`config.mk`:
```
export PLATFORM = sky130hd
export DESIGN_NAME = fifo_serial_drain_flat
export DESIGN_NICKNAME = d
export VERILOG_FILES = /design/src/rtl/fifo_serial_drain_if.sv /design/src/rtl/fifo_serial_drain.sv /design/src/flat_wrapper.sv
export SDC_FILE = /design/constraint.sdc
export NUM_CORES = 1
export LEC_CHECK = 0
export CELL_PAD_IN_SITES_DETAIL_PLACEMENT = 1
export CELL_PAD_IN_SITES_GLOBAL_PLACEMENT = 2
export CORE_MARGIN = 2
export CORE_UTILIZATION = 35
export CTS_BUF_LIST = sky130_fd_sc_hd__clkbuf_4 sky130_fd_sc_hd__clkbuf_8 sky130_fd_sc_hd__clkbuf_16
export DETAILED_ROUTE_END_ITERATION = 10
export GPL_TIMING_DRIVEN = 0
export PLACE_DENSITY_LB_ADDON = 0.1
export SETUP_SLACK_MARGIN = 0.1
export SYNTH_ARGS = -nofsm -noshare
export SYNTH_HDL_FRONTEND = slang
export SYNTH_SLANG_ARGS = --single-unit
export TNS_END_PERCENT = 30
```
`constraint.sdc`:
```
create_clock -name rd_clk -period 4.45 [get_ports rd_clk]
set_input_delay 0.6675 -clock rd_clk [delete_from_list [all_inputs] [get_ports rd_clk]]
set_output_delay 0.6675 -clock rd_clk [all_outputs]
set_load 0.05 [all_outputs]
```
`src/rtl/fifo_serial_drain_if.sv`:
```
// FIFO read-port and serial-output bundle for fifo_serial_drain.
// master = the drain block; slave = the FIFO / status side.
interface fifo_serial_drain_if #(
  parameter int DATA_W = 8
);
  logic              enable;
  logic              fifo_empty;
  logic [DATA_W-1:0] fifo_data;
  logic              fifo_rd;
  logic              tx;
  logic              busy;
  logic              byte_done;
  logic [7:0]        frame_count;

  modport master (
    input  enable, fifo_empty, fifo_data,
    output fifo_rd, tx, busy, byte_done, frame_count
  );

  modport slave (
    output enable, fifo_empty, fifo_data,
    input  fifo_rd, tx, busy, byte_done, frame_count
  );
endinterface

```
`src/rtl/fifo_serial_drain.sv`:
```
// Pops bytes from the 8x8 FIFO read port and sends each as a UART frame (start, 8 data LSB first, stop).
// Optional even-parity bit between data and stop: define FIFO_SERIAL_PARITY_EN.
module fifo_serial_drain #(
  parameter int CLKS_PER_BIT = 16,
  parameter int DATA_W       = 8
) (
  input  logic                 rd_clk,
  input  logic                 reset,
  fifo_serial_drain_if.master  bus
);

  localparam int                BAUD_W    = (CLKS_PER_BIT > 1) ? $clog2(CLKS_PER_BIT) : 1;
  localparam logic [BAUD_W-1:0] BAUD_LAST = BAUD_W'(CLKS_PER_BIT - 1);
  localparam logic [2:0]        BIT_LAST  = 3'(DATA_W - 1);

`ifdef FIFO_SERIAL_PARITY_EN
  typedef enum logic [2:0] {
    S_IDLE   = 3'd0,
    S_START  = 3'd1,
    S_DATA   = 3'd2,
    S_STOP   = 3'd3,
    S_PARITY = 3'd4
  } state_t;
`else
  typedef enum logic [2:0] {
    S_IDLE   = 3'd0,
    S_START  = 3'd1,
    S_DATA   = 3'd2,
    S_STOP   = 3'd3
  } state_t;
`endif

  state_t              state_q, state_d;
  logic [DATA_W-1:0]   shift_q, shift_d;
  logic [BAUD_W-1:0]   baud_q, baud_d;
  logic [2:0]          bit_q, bit_d;
  logic [7:0]          count_q, count_d;
  logic                tx_q, tx_d;
  logic                done_q, done_d;
`ifdef FIFO_SERIAL_PARITY_EN
  logic                parity_q, parity_d;
`endif

  logic                rd_pop;
  logic                baud_last;
  logic [BAUD_W-1:0]   baud_next;

  // The pop is decoded combinationally so the byte is captured on the same edge it is read.
  assign rd_pop    = (state_q == S_IDLE) & bus.enable & ~bus.fifo_empty;
  assign baud_last = (baud_q == BAUD_LAST);
  assign baud_next = baud_last ? '0 : baud_q + BAUD_W'(1);

  assign bus.fifo_rd     = rd_pop;
  assign bus.tx          = tx_q;
  assign bus.busy        = (state_q != S_IDLE) | rd_pop;
  assign bus.byte_done   = done_q;
  assign bus.frame_count = count_q;

  always_comb begin
    state_d  = state_q;
    shift_d  = shift_q;
    baud_d   = baud_q;
    bit_d    = bit_q;
    count_d  = count_q;
`ifdef FIFO_SERIAL_PARITY_EN
    parity_d = parity_q;
`endif

    case (state_q)
      S_IDLE: begin
        baud_d = '0;
        bit_d  = '0;
        if (rd_pop) begin
          shift_d  = bus.fifo_data;
`ifdef FIFO_SERIAL_PARITY_EN
          parity_d = ^bus.fifo_data;
`endif
          state_d  = S_START;
        end
      end
      S_START: begin
        baud_d = baud_next;
        if (baud_last) state_d = S_DATA;
      end
      S_DATA: begin
        baud_d = baud_next;
        if (baud_last) begin
          shift_d = {1'b0, shift_q[DATA_W-1:1]};
          bit_d   = bit_q + 3'd1;
          if (bit_q == BIT_LAST) begin
`ifdef FIFO_SERIAL_PARITY_EN
            state_d = S_PARITY;
`else
            state_d = S_STOP;
`endif
          end
        end
      end
`ifdef FIFO_SERIAL_PARITY_EN
      S_PARITY: begin
        baud_d = baud_next;
        if (baud_last) state_d = S_STOP;
      end
`endif
      S_STOP: begin
        baud_d = baud_next;
        if (baud_last) begin
          state_d = S_IDLE;
          count_d = count_q + 8'd1;
        end
      end
      default: begin
        state_d = S_IDLE;
        baud_d  = '0;
        bit_d   = '0;
      end
    endcase

    // Outputs are registered from the next-state view so tx changes on the same edge as the state.
    case (state_d)
      S_START:  tx_d = 1'b0;
      S_DATA:   tx_d = shift_d[0];
`ifdef FIFO_SERIAL_PARITY_EN
      S_PARITY: tx_d = parity_d;
`endif
      default:  tx_d = 1'b1;
    endcase
    done_d = (state_d == S_STOP) && (baud_d == BAUD_LAST);
  end

  always_ff @(posedge rd_clk or posedge reset) begin
    if (reset) begin
      state_q  <= S_IDLE;
      shift_q  <= '0;
      baud_q   <= '0;
      bit_q    <= '0;
      count_q  <= '0;
      tx_q     <= 1'b1;
      done_q   <= 1'b0;
`ifdef FIFO_SERIAL_PARITY_EN
      parity_q <= 1'b0;
`endif
    end else begin
      state_q  <= state_d;
      shift_q  <= shift_d;
      baud_q   <= baud_d;
      bit_q    <= bit_d;
      count_q  <= count_d;
      tx_q     <= tx_d;
      done_q   <= done_d;
`ifdef FIFO_SERIAL_PARITY_EN
      parity_q <= parity_d;
`endif
    end
  end

endmodule

```
`src/flat_wrapper.sv`:
```
// flat-port wrapper written by rule: the top's interface ports become plain ports
module fifo_serial_drain_flat 
#(
  parameter int CLKS_PER_BIT = 16,
  parameter int DATA_W       = 8
)
  (rd_clk, reset, bus_enable, bus_fifo_empty, bus_fifo_data, bus_fifo_rd, bus_tx, bus_busy, bus_byte_done, bus_frame_count);
  fifo_serial_drain_if #(.DATA_W(DATA_W)) bus_i ();
  input  logic rd_clk;
  input  logic reset;
  input wire logic [$bits(bus_i.enable)-1:0] bus_enable;
  input wire logic [$bits(bus_i.fifo_empty)-1:0] bus_fifo_empty;
  input wire logic [$bits(bus_i.fifo_data)-1:0] bus_fifo_data;
  output wire logic [$bits(bus_i.fifo_rd)-1:0] bus_fifo_rd;
  output wire logic [$bits(bus_i.tx)-1:0] bus_tx;
  output wire logic [$bits(bus_i.busy)-1:0] bus_busy;
  output wire logic [$bits(bus_i.byte_done)-1:0] bus_byte_done;
  output wire logic [$bits(bus_i.frame_count)-1:0] bus_frame_count;
  assign bus_i.enable = bus_enable;
  assign bus_i.fifo_empty = bus_fifo_empty;
  assign bus_i.fifo_data = bus_fifo_data;
  assign bus_fifo_rd = bus_i.fifo_rd;
  assign bus_tx = bus_i.tx;
  assign bus_busy = bus_i.busy;
  assign bus_byte_done = bus_i.byte_done;
  assign bus_frame_count = bus_i.frame_count;
  fifo_serial_drain #(.CLKS_PER_BIT(CLKS_PER_BIT), .DATA_W(DATA_W)) u_core (.rd_clk(rd_clk), .reset(reset), .bus(bus_i));
endmodule
```
Word-level counts from Yosys, hierarchy flattened
Index checks and enable logic that the tools add are counted.
- add/sub/neg operators: 3
- equality and inequality tests: 11
- mux-type cells: 14
- bitwise gates (word level): 5
- reduce and logical (&&, ||, !) cells: 9
- operator list (operator ; number):
    two-way mux 3 bit ; 6
    two-way mux 8 bit ; 2
    case mux 8 bit (2 select lines) ; 1
    equality test 3 x 2 -> 1 bit (second input constant) ; 4
    case mux 3 bit (4 select lines) ; 1
    adder 8 x 1 -> 8 bit (second input constant) ; 1
    equality test 4 bit (second input constant) ; 2
    two-way mux 4 bit ; 2
    equality test 3 x 1 -> 1 bit (second input constant) ; 2
    case mux 3 bit (2 select lines) ; 1
    adder 4 x 1 -> 4 bit (second input constant) ; 1
    != test 2 x 1 -> 1 bit (second input constant) ; 2
    AND reduction 2 bit ; 2
    adder 3 x 1 -> 3 bit (second input constant) ; 1
    equality test 3 bit (second input constant) ; 1
    logical NOT 3 bit ; 1
    AND reduction 3 bit ; 1
    nonzero test 3 bit ; 1
    OR reduction 3 bit ; 1
    bitwise AND 1 bit ; 2
    NOT 1 bit ; 2
    case mux 1 bit (2 select lines) ; 1
    nonzero test 2 bit ; 1
    OR reduction 2 bit ; 1
    2 further kinds ; 2
- flip-flop bits (word level): 28
- input bits: 12
- output and inout bits: 12
- logic and storage cells: 50

Depth between registers and ports, before layout
Gate-level depths: netlist (run 1).
- word-level depth: 7
- mapped depth: 5
- depth with buffers taken out: 5

Least setup slack after synthesis (run 1)
OpenSTA, ideal clock, no wires.
- path kind: input-to-output
- start: input port bus_fifo_empty
- end: output port bus_fifo_rd
- data arrival time: 1392 ps
- data required time: 3783 ps
- setup slack: 2390 ps
- stages: 3
- path buffers: 1
- cell sequence: nand2b_1 nor4_1 buf_2
- word-level cells in the longest chain between the ends: 2
- RTL lines (element ; RTL line ; RTL):
    start, declared ; flat_wrapper.sv:12 ; input wire logic [$bits(bus_i.fifo_empty)-1:0] bus_fifo_empty;
    NOT 1 bit ; fifo_serial_drain.sv:49 ; assign rd_pop = (state_q == S_IDLE) & bus.enable & ~bus.fifo_empty;
    bitwise AND 1 bit ; fifo_serial_drain.sv:49 ;
    end, declared ; flat_wrapper.sv:14 ; output wire logic [$bits(bus_i.fifo_rd)-1:0] bus_fifo_rd;
Every way passes these cells.

Worst setup path after layout (run 1)
Same ends and word-level chain as after synthesis.

==> load_flow_metrics.sql, run 1 <==
INSERT INTO impl_metrics (metric_group, metric, value, unit) VALUES
('run_status', 'run_status', 'finished clean', ''),
('clock_network', 'post_cts_buffers', '0', ''),
('yosys', 'postSynthNetCount', '130', ''),
('yosys', 'synth-edff-count', '0', ''),
('clock_network', 'cts-resized-gates', '0', ''),
('global_routing', 'pin_count_of_the_biggest_net_entering_global_routing', '29', ''),
('clock_network', 'cts.sink_count', '28', ''),
('floorplanning', 'die_y', '64.7', 'um'),
('yosys', 'synthArstFlopShare', '1.00', ''),
('yosys', 'post_synth_fa_ha_maj_area_fraction', '0.0389', ''),
('yosys', 'synth_flop_cell', 'dfrtp_1', ''),
('critical_path', 'cp_slowest_cell', 'clkdlybuf4s50_1', ''),
('floorplanning', 'io_pins', '24', ''),
('yosys', 'syn-instance-count', '114', ''),
('clock_network', 'cts-root-buf', 'clkbuf_8', ''),
('floorplanning', 'die_w', '64.7', 'um'),
('sta', 'timing.final.crit_share', '0.742', ''),
('layout', 'finalNetCount', '158', ''),
('route', 'drt-vias-per-instance', '5.24', ''),
('critical_path', 'critical_path_peak_fanout', '10', ''),
('sta', 'timing_max_transition_violations_final', '0', ''),
('power', 'power.static_leakage', '0.746', 'nW'),
('layout', 'antenna_cells_inserted', '0', ''),
('sta', 'worst-slew-pin-transition', '1.02', 'ns'),
('sta', 'finalSetupViolations', '0', ''),
('min_path', 'worst_hold_path_type', 'flop to flop', ''),
('critical_path', 'cp.buffers_inverters', '3', ''),
('route', 'drt_drc_violations_left', '0', ''),
('clock_network', 'clk_transition_reported_paths', '0.09', 'ns'),
('global_routing', 'grt_antenna_before_repair', '0', ''),
('critical_path', 'startpoint_type_of_the_worst_setup_path', 'input port', ''),
('sta', 'fin_ws', '1.15', 'ns'),
('layout', 'final_common_cell', 'dfrtp_1', ''),
('route', 'detailedRoute.firstPassIterationCount', '5', ''),
('yosys', 'synth_simple_gate_area_share', '0.159', ''),
('floorplanning', 'design.core.area', '3610', 'sq um'),
('yosys', 'yosys_register_bits', '28', ''),
('sta', 'hold_viol_final', '0', ''),
('yosys', 'yosys_warnings', '0', ''),
('global_routing', 'gr-total-overflow', '0', ''),
('sta', 'finClkSkew', '0.00166', 'ns'),
('floorplanning', 'design.die.area', '4180', 'sq um'),
('layout', 'number_of_cells_in_the_finished_layout_apart_from_fillers', '189', ''),
('critical_path', 'end_kind', 'output port', ''),
('power', 'p_total', '0.000497', 'W'),
('clock_network', 'clk_path_buf_depth', '2', ''),
('global_routing', 'global_route_wire_length_before_repair', '4800', 'um'),
('yosys', 'synth.mux.area_fraction', '0.00875', ''),
('place', 'dp.cells', '185', ''),
('place', 'buffer_ports.inserted', '23', ''),
('place', 'hpwl', '2020', 'um'),
('clock_network', 'cts_made_buffers', '3', ''),
('yosys', 'ys_types', '38', ''),
('route', 'wirelength', '2680', 'um'),
('global_routing', 'first_global_vias', '1011', ''),
('place', 'dpl_worst_slack', '1.14', 'ns'),
('sta', 'timing.final.crit_period', '3.30', 'ns'),
('sta', 'rsz_0062_raised_after_global_routing', 'no', ''),
('yosys', 'post_synth.cell_area_avg', '11.3', 'sq um'),
('critical_path', 'crit_chain', 'clkdlybuf4s50_1 > nand2b_1 > nor4_1 > buf_2 > clkdlybuf4s50_1', ''),
('job', 'max_cap_viol_count', '0', ''),
('layout', 'area_growth_syn_to_layout', '26.8', '%'),
('sta', 'timing.max_slew.rel_slack', '0.320', ''),
('power', 'irDropWorstVdd', '0.000170', 'V'),
('route', 'drtIter0Drc', '63', ''),
('critical_path', 'critical_path_class', 'input port to output port', ''),
('power', 'pwr_density_cell', '304', 'nW/um^2'),
('route', 'drt.antenna.violating_nets', '0', ''),
('clock_network', 'htree_levels', '1', ''),
('route', 'wl_per_cell', '14.2', 'um'),
('critical_path', 'worst_path_dominant_cell_family', 'buffers and inverters', '');
==> registers in the layout (all words and copies together) (netlist names) <==
| name | cells |
|---|---|
| u_core.bus.byte_done | 1 |
| u_core.bit_q | 3 |
| u_core.state_q | 3 |
| u_core.bus.tx | 1 |
| u_core.shift_q | 8 |
| u_core.baud_q | 4 |
| u_core.bus.frame_count | 8 |
==> cell families (layout without fill, tap and decap cells) <==
logic type	Yosys count	after routing
adders and majority gates	4	4
and+or+nand+nor	38	38
AOI/OAI and AO/OA	19	19
muxes	1	1
xor gates and xnor gates	10	10
DFF	28	28
buffers and inverters	13	40
other	1	1
==> worst register-to-register path: cells and delay by family (launching register included) <==
| kind | cells | cell delay [ns] |
|---|---|---|
| simple gates | 2 | 0.95 |
| compound gates | 2 | 0.56 |
| flops | 1 | 0.38 |
| fa+ha+maj | 1 | 0.28 |
==> where the power goes <==
group	internal (W)	leakage [nW]	switching [W]	total [W]
sequential	0.000271	0.373	0.00000935	0.000281
clock	0.0000792	0.0288	0.0000777	0.000157
combinational	0.0000292	0.345	0.0000300	0.0000592
total	0.000380	0.746	0.000117	0.000497
==> routing by layer <==
layer	wire, um	vias to the layer above	track usage
li1	-	470	-
met1	1150	496	0.183
met2	1370	19	0.262
met3	121	5	0.0330
met4	33	0	0.0399
met5	0	-	0
==> metrics by stage <==
stage,util,area [sq um]
6_report,0.453,1630
5_1_grt,0.453,1630
4_1_cts,0.453,1630
3_5_place_dp,0.438,1580
3_3_place_gp,0.438,1580
2_1_floorplan,-,1290
==> cell usage after synthesis, types with 2 or more instances <==
master / n / share of area
dfrtp_1: 27 / 0.52
inv_1: 9 / 0.026
xnor2_1: 8 / 0.054
a222oi_1: 7 / 0.054
nor2_1: 7 / 0.020
nand2_1: 6 / 0.017
nand4_1: 5 / 0.024
nor3_1: 5 / 0.019
ha_1: 4 / 0.039
and3_1: 3 / 0.015
buf_2: 2 / 0.0078
nand2b_1: 2 / 0.0097
nand3_1: 2 / 0.0078
o21ai_0: 2 / 0.0078
xor2_1: 2 / 0.014
==> path summary, 6_finish.rpt <==
kind | start | to | slack [ns] | depth (start not counted)
setup / recovery | bus_fifo_empty | bus_fifo_rd | 1.15 | 5
hold / removal | u_core.baud_q[0] | u_core.baud_q[0] | 0.48 | 1
setup reg to reg | u_core.baud_q[0] | u_core.bus.tx | 2.20 | 5
hold reg to reg | u_core.baud_q[0] | u_core.baud_q[0] | 0.48 | 1
max in group asynchronous | reset | u_core.state_q[1] | 2.91 | 2
min in group asynchronous | reset | u_core.shift_q[6] | 0.93 | 2
==> layout make-up <==
cell class,count,area (sq um)
Tap cell,48,60.1
Buffer,4,28.8
Fill cell,401,1970
Inverter,9,33.8
Clock buffer,4,55.1
Sequential cell,28,702
Timing Repair Buffer,23,230
Multi-Input combinational cell,73,523
(Power assumes the default switching activity.)
==> inputs of run 2 (changes only) <==
--- a/config.mk
+++ b/config.mk
@@ -8,7 +8,7 @@
 export CELL_PAD_IN_SITES_DETAIL_PLACEMENT = 1
 export CELL_PAD_IN_SITES_GLOBAL_PLACEMENT = 2
 export CORE_MARGIN = 2
-export CORE_UTILIZATION = 35
+export CORE_UTILIZATION = 33
 export CTS_BUF_LIST = sky130_fd_sc_hd__clkbuf_4 sky130_fd_sc_hd__clkbuf_8 sky130_fd_sc_hd__clkbuf_16
 export DETAILED_ROUTE_END_ITERATION = 10
 export GPL_TIMING_DRIVEN = 0
==> constraint.sdc (replaced) <==
create_clock -name rd_clk -period 3.21 [get_ports rd_clk]
set_input_delay 0.4815 -clock rd_clk [delete_from_list [all_inputs] [get_ports rd_clk]]
set_output_delay 0.4815 -clock rd_clk [all_outputs]
set_load 0.05 [all_outputs]
==> run 2 against run 1 <==
Flip-flop and latch count stayed put. First-iteration DRC count increased by 3.2%. Sequential share of layout area is the same. Utilization fell by 1.3 points. Global-route usage fell by 0.33 points. Sequential power is 38% higher. Non-clock buffer count stayed put. Critical path type unchanged. Critical endpoint unchanged.
==> load_flow_metrics.sql, run 2 (synthesis results as in run 1) <==
INSERT INTO impl_metrics (metric_group, metric, value, unit) VALUES
('layout', 'fraction_of_layout_cells_with_a_size_suffix_above_1', '0.0851', ''),
('global_routing', 'gr-total-overflow', '0', ''),
('floorplanning', 'floorplan.rows', '22', ''),
('critical_path', 'max_stage_delay', '0.83', 'ns'),
('route', 'detailedRoute.firstPassIterationCount', '4', ''),
('power', 'pwr_density_cell', '421', 'nW/um^2'),
('sta', 'timing_max_transition_violations_final', '0', ''),
('clock_network', 'insertion_delay', '0.27', 'ns'),
('layout', 'final_common_cell', 'dfrtp_1', ''),
('min_path', 'hold_path.startpoint', 'u_core.baud_q[0]', ''),
('critical_path', 'arrival', '2.44', 'ns'),
('global_routing', 'pin_count_of_the_biggest_net_entering_global_routing', '29', ''),
('route', 'drt_drc_violations_left', '0', ''),
('route', 'drt.antenna.violating_nets', '0', ''),
('sta', 'finalSetupViolations', '0', ''),
('clock_network', 'htree_levels', '1', ''),
('floorplanning', 'die_w', '66.5', 'um'),
('power', 'sequentialPowerShare', '0.566', ''),
('power', 'irDropWorstVdd', '0.000143', 'V'),
('place', 'buffer_ports.inserted', '23', ''),
('floorplanning', 'io_pins', '24', ''),
('critical_path', 'cp_slowest_cell', 'clkdlybuf4s50_1', ''),
('power', 'switchingPower', '0.000161', 'W'),
('sta', 'worst-slew-pin-transition', '1.05', 'ns'),
('clock_network', 'post_cts_buffers', '0', ''),
('route', 'drtIter0Drc', '65', ''),
('floorplanning', 'die_y', '66.5', 'um'),
('layout', 'top_library_cells_by_usage_in_the_layout_fill_and_taps_aside', 'dfrtp_1 (27), clkdlybuf4s50_1 (23), inv_1 (9), xnor2_1 (8)', ''),
('critical_path', 'crit_start', 'bus_fifo_empty', ''),
('clock_network', 'tritoncts', 'yes', ''),
('sta', 'timing.max_slew.rel_slack', '0.297', ''),
('power', 'comb_power_share', '0.119', ''),
('layout', 'area_growth_syn_to_layout', '26.8', '%'),
('critical_path', 'startpoint_type_of_the_worst_setup_path', 'input port', ''),
('global_routing', 'grt.total_usage', '0.145', ''),
('sta', 'finClkSkew', '0.00713', 'ns'),
('layout', 'finalNetCount', '158', ''),
('sta', 'timing.final.crit_period', '2.92', 'ns'),
('power', 'p_total', '0.000687', 'W'),
('global_routing', 'grt_antenna_before_repair', '0', ''),
('global_routing', 'global_route_wire_length_before_repair', '4860', 'um'),
('clock_network', 'clk_transition_reported_paths', '0.09', 'ns'),
('critical_path', 'critical_path_class', 'input port to output port', ''),
('floorplanning', 'starting_density_of_the_core', '0.346', ''),
('run_status', 'run_status', 'finished clean', ''),
('layout', 'antenna_cells_inserted', '0', ''),
('job', 'max_cap_viol_count', '0', ''),
('critical_path', 'cp_data_required_time', '2.73', 'ns'),
('place', 'hpwl', '2060', 'um'),
('critical_path', 'end_kind', 'output port', ''),
('route', 'route.top_layer_used', 'met4', ''),
('critical_path', 'timing.rr.start', 'u_core.baud_q[0]', ''),
('clock_network', 'cts.sink_count', '28', ''),
('route', 'detailroute.wirelength.met2', '1390', 'um'),
('route', 'route.vias.total', '973', ''),
('sta', 'timing.final.crit_share', '0.909', ''),
('power', 'share_clk_of_total_power', '0.315', ''),
('layout', 'fill_cells', '429', ''),
('power', 'cellInternalPower', '0.000527', 'W'),
('sta', 'rsz_0062_raised_after_global_routing', 'no', ''),
('critical_path', 'critical_path_peak_fanout', '10', ''),
('route', 'drt-vias-per-instance', '5.15', ''),
('layout', 'post-route-util', '0.439', ''),
('clock_network', 'clk_path_buf_depth', '2', ''),
('clock_network', 'cts-root-buf', 'clkbuf_8', ''),
('critical_path', 'crit_path_frequent_cell', 'clkdlybuf4s50_1', ''),
('route', 'route.met3.wl', '111', 'um'),
('route', 'wl_per_cell', '14.3', 'um'),
('floorplanning', 'design.die.area', '4420', 'sq um'),
('place', 'routabilityCongestion', '0.744', ''),
('floorplanning', 'design.core.area', '3720', 'sq um'),
('clock_network', 'cts.hold.buffers_added', '0', ''),
('global_routing', 'first_global_vias', '1072', ''),
('critical_path', 'crit_chain', 'clkdlybuf4s50_1 > nand2b_1 > nor4_1 > buf_2 > clkdlybuf4s50_1', ''),
('route', 'wl_met1', '1180', 'um'),
('sta', 'timing.fmax', '343', 'MHz'),
('sta', 'setup_tns', '0', 'ns'),
('route', 'wirelength', '2710', 'um'),
('power', 'switching_share', '0.234', ''),
('min_path', 'worst_hold_path_type', 'flop to flop', ''),
('power', 'power.static_leakage', '0.746', 'nW'),
('clock_network', 'cts_made_buffers', '3', ''),
('clock_network', 'cts-resized-gates', '0', ''),
('sta', 'hold_viol_final', '0', '');
run 2: cell counts in the layout (fill, tap and decap cells not counted):
No cell type changed its count.
run 2: layout make-up:
cell class / instances / area, sq um / area share
buffer: 4 / 28.8 / 0.0176
clock buffer: 4 / 55.1 / 0.0337
inverter: 9 / 33.8 / 0.0207
multi-input combinational: 73 / 523 / 0.320
sequential: 28 / 702 / 0.430
tap: 48 / 60.1 / 0.0368
timing repair buffer: 23 / 230 / 0.141
run 2: power groups by stage:
stage | Combinational, W | Sequential, W | Clock, W
2_1_floorplan | 0.0000511 | 0.000396 | 0
3_3_place_gp | 0.0000816 | 0.000395 | 0
3_5_place_dp | 0.0000839 | 0.000396 | 0
4_1_cts | 0.0000837 | 0.000389 | 0.000228
5_1_grt | 0.0000918 | 0.000393 | 0.000245
6_report | 0.0000818 | 0.000389 | 0.000216
run 2: worst max-delay path, delay by kind of cell:
kind | cells | cell delay (ns)
buf+inv | 3 | 1.52
simple gates | 2 | 0.43
run 2: routing by layer:
layer | global-route usage | vias up
met5 | 0 | -
met4 | 0.0459 | 0
met3 | 0.0372 | 4
met2 | 0.250 | 18
met1 | 0.177 | 480
li1 | - | 471
run 2: stage by stage:
| step | instance area [sq um] | hold slack (ns) | setup WS, ns | cells |
|---|---|---|---|---|
| global route | 1630 | 0.528 | 0.137 | 189 |
| finish | 1630 | 0.489 | 0.292 | 189 |
| detailed placement | 1580 | 0.482 | 0.273 | 185 |
| global placement | 1580 | 0.460 | 0.262 | 185 |
| CTS | 1630 | 0.497 | 0.267 | 189 |
| floorplan | 1290 | 0.439 | 1.41 | 114 |
run 2: path summary, 6_finish.rpt:
path	end	slack [ns]	cells after the start
max	bus_fifo_rd	0.29	5
min	u_core.baud_q[0]	0.49	1
max reg2reg	u_core.bus.tx	1.00	5
min reg2reg	u_core.baud_q[0]	0.49	1
max in group asynchronous	u_core.bus.byte_done	1.81	2
min in group asynchronous	u_core.shift_q[7]	0.76	2
==> inputs of run 3 (changes only) <==
--- a/config.mk
+++ b/config.mk
@@ -12,6 +12,7 @@
 export CTS_BUF_LIST = sky130_fd_sc_hd__clkbuf_4 sky130_fd_sc_hd__clkbuf_8 sky130_fd_sc_hd__clkbuf_16
 export DETAILED_ROUTE_END_ITERATION = 10
 export GPL_TIMING_DRIVEN = 0
+export HOLD_SLACK_MARGIN = 0.06
 export PLACE_DENSITY_LB_ADDON = 0.1
 export SETUP_SLACK_MARGIN = 0.1
 export SYNTH_ARGS = -nofsm -noshare
==> constraint.sdc (replaced) <==
create_clock -name rd_clk -period 2.7 [get_ports rd_clk]
set_input_delay 0.405 -clock rd_clk [delete_from_list [all_inputs] [get_ports rd_clk]]
set_output_delay 0.405 -clock rd_clk [all_outputs]
set_load 0.05 [all_outputs]
==> run 3 against run 2 <==
Count of clock-buffer cells in the layout did not move. Combinational power rose by 18%. Non-clock buffer count unchanged. Via count is the same. Worst hold slack did not move. Setup slack improved by 0.084 ns. Final cell count unchanged. Cell area fell by 0.31%. Critical path type is now flop to output port. Largest cell class unchanged. Highest routed layer unchanged.
==> load_flow_metrics.sql, run 3 (synthesis results as in run 1) <==
INSERT INTO impl_metrics (metric_group, metric, value, unit) VALUES
('place', 'buffer_ports.inserted', '23', ''),
('sta', 'hold_viol_final', '0', ''),
('route', 'wl_per_cell', '14.3', 'um'),
('route', 'route.vias.total', '973', ''),
('sta', 'timing.final.crit_period', '2.32', 'ns'),
('critical_path', 'startpoint_type_of_the_worst_setup_path', 'flop', ''),
('floorplanning', 'starting_density_of_the_core', '0.346', ''),
('global_routing', 'gr-total-overflow', '0', ''),
('global_routing', 'grt_antenna_before_repair', '0', ''),
('floorplanning', 'die_y', '66.5', 'um'),
('clock_network', 'cts.sink_count', '28', ''),
('critical_path', 'max_stage_delay', '0.71', 'ns'),
('sta', 'timing.max_slew.rel_slack', '0.297', ''),
('critical_path', 'arrival', '1.92', 'ns'),
('clock_network', 'cts_made_buffers', '3', ''),
('route', 'drt-vias-per-instance', '5.15', ''),
('clock_network', 'htree_levels', '1', ''),
('global_routing', 'first_global_vias', '1072', ''),
('layout', 'final_common_cell', 'dfrtp_1', ''),
('power', 'power.static_leakage', '0.747', 'nW'),
('route', 'detailroute.wirelength.met2', '1390', 'um'),
('global_routing', 'grt.total_usage', '0.145', ''),
('floorplanning', 'die_w', '66.5', 'um'),
('place', 'routabilityCongestion', '0.744', ''),
('critical_path', 'crit_chain', 'buf_4 > nor2_1 > nand3b_1 > clkdlybuf4s50_1', ''),
('sta', 'setup_tns', '0', 'ns'),
('clock_network', 'tritoncts', 'yes', ''),
('clock_network', 'cts-root-buf', 'clkbuf_8', ''),
('sta', 'timing_max_transition_violations_final', '0', ''),
('sta', 'timing.final.crit_share', '0.861', ''),
('route', 'detailedRoute.firstPassIterationCount', '4', ''),
('layout', 'finalNetCount', '158', ''),
('run_status', 'run_status', 'finished clean', ''),
('floorplanning', 'io_pins', '24', ''),
('critical_path', 'timing.rr.start', 'u_core.baud_q[0]', ''),
('layout', 'fraction_of_layout_cells_with_a_size_suffix_above_1', '0.0922', ''),
('power', 'p_total', '0.000817', 'W'),
('route', 'drt_drc_violations_left', '0', ''),
('clock_network', 'insertion_delay', '0.27', 'ns'),
('floorplanning', 'floorplan.rows', '22', ''),
('power', 'irDropWorstVdd', '0.000170', 'V'),
('layout', 'area_growth_syn_to_layout', '26.4', '%'),
('place', 'hpwl', '2060', 'um'),
('global_routing', 'global_route_wire_length_before_repair', '4860', 'um'),
('sta', 'timing.fmax', '430', 'MHz'),
('power', 'pwr_density_cell', '502', 'nW/um^2'),
('sta', 'finalSetupViolations', '0', ''),
('sta', 'rsz_0062_raised_after_global_routing', 'no', ''),
('min_path', 'hold_path.startpoint', 'u_core.baud_q[0]', ''),
('route', 'wl_met1', '1180', 'um'),
('route', 'drt.antenna.violating_nets', '0', ''),
('global_routing', 'pin_count_of_the_biggest_net_entering_global_routing', '29', ''),
('job', 'max_cap_viol_count', '0', ''),
('critical_path', 'critical_path_class', 'flop to output port', ''),
('clock_network', 'clk_path_buf_depth', '2', ''),
('route', 'wirelength', '2710', 'um'),
('min_path', 'worst_hold_path_type', 'flop to flop', ''),
('sta', 'finClkSkew', '0.00713', 'ns'),
('floorplanning', 'design.die.area', '4420', 'sq um'),
('critical_path', 'crit_start', 'u_core.state_q[0]', ''),
('clock_network', 'clk_transition_reported_paths', '0.09', 'ns'),
('critical_path', 'end_kind', 'output port', ''),
('critical_path', 'critical_path_peak_fanout', '10', ''),
('layout', 'top_library_cells_by_usage_in_the_layout_fill_and_taps_aside', 'dfrtp_1 (27), clkdlybuf4s50_1 (22), inv_1 (9), xnor2_1 (8)', ''),
('route', 'route.met3.wl', '111', 'um'),
('critical_path', 'cp_data_required_time', '2.30', 'ns'),
('route', 'drtIter0Drc', '65', ''),
('floorplanning', 'design.core.area', '3720', 'sq um'),
('layout', 'antenna_cells_inserted', '0', ''),
('critical_path', 'cp_slowest_cell', 'clkdlybuf4s50_1', ''),
('sta', 'worst-slew-pin-transition', '1.05', 'ns'),
('route', 'route.top_layer_used', 'met4', '');
-- run 3: layout make-up --
| type | instances | area (sq um) |
|---|---|---|
| fillers | 429 | 2090 |
| flip-flops and latches | 28 | 702 |
| multi-input cells | 73 | 523 |
| repair buffers | 23 | 225 |
| well taps | 48 | 60.1 |
| clock buffers | 4 | 55.1 |
| inverters | 9 | 33.8 |
| plain buffers | 4 | 28.8 |
-- run 3: critical path, delay by kind of cell (launching register included) --
kind | cells | cell delay [ns]
and+or+nand+nor | 2 | 0.36
DFF | 1 | 0.41
buffers and inverters | 2 | 0.89
-- run 3: timing repair --
action	4_1_cts	5_1_grt
gates resized for setup	1	2
hold buffers	0	0
setup endpoints to repair	1	1
buffers inserted	0	0
endpoints found under the hold margin	0	0
-- run 3: path summary, 6_finish.rpt --
path                                   endpoint  slack [ns]  depth (start not counted)
max in group asynchronous  u_core.bus.byte_done        1.38                          2
min                            u_core.baud_q[0]        0.49                          1
max reg2reg                       u_core.bus.tx        0.49                          5
min reg2reg                    u_core.baud_q[0]        0.49                          1
max                                    bus_busy        0.38                          4
min in group asynchronous     u_core.shift_q[7]        0.69                          2
-- run 3: power breakdown --
| group | leakage (nW) | internal, W | total [W] | switching [W] |
|---|---|---|---|---|
| clock network | 0.0288 | 0.000131 | 0.000257 | 0.000127 |
| registers | 0.373 | 0.000447 | 0.000463 | 0.0000155 |
| logic | 0.346 | 0.0000476 | 0.0000967 | 0.0000491 |
| total | 0.747 | 0.000626 | 0.000817 | 0.000191 |
-- run 3: stage by stage --
step / area (sq um) / util / instances / hold slack (ns) / setup WS (ns)
2_1_floorplan: 1290 / - / 114 / 0.439 / 0.897
3_3_place_gp: 1580 / 0.425 / 185 / 0.460 / -0.0954
3_5_place_dp: 1580 / 0.425 / 185 / 0.482 / -0.0841
4_1_cts: 1630 / 0.439 / 189 / 0.497 / 0.193
5_1_grt: 1630 / 0.438 / 189 / 0.528 / 0.256
6_report: 1630 / 0.438 / 189 / 0.489 / 0.375
-- run 3: per-layer routing --
layer,up-vias,global-route usage
met5,-,0
met4,0,0.0459
met3,4,0.0372
met2,18,0.250
met1,480,0.177
li1,471,-
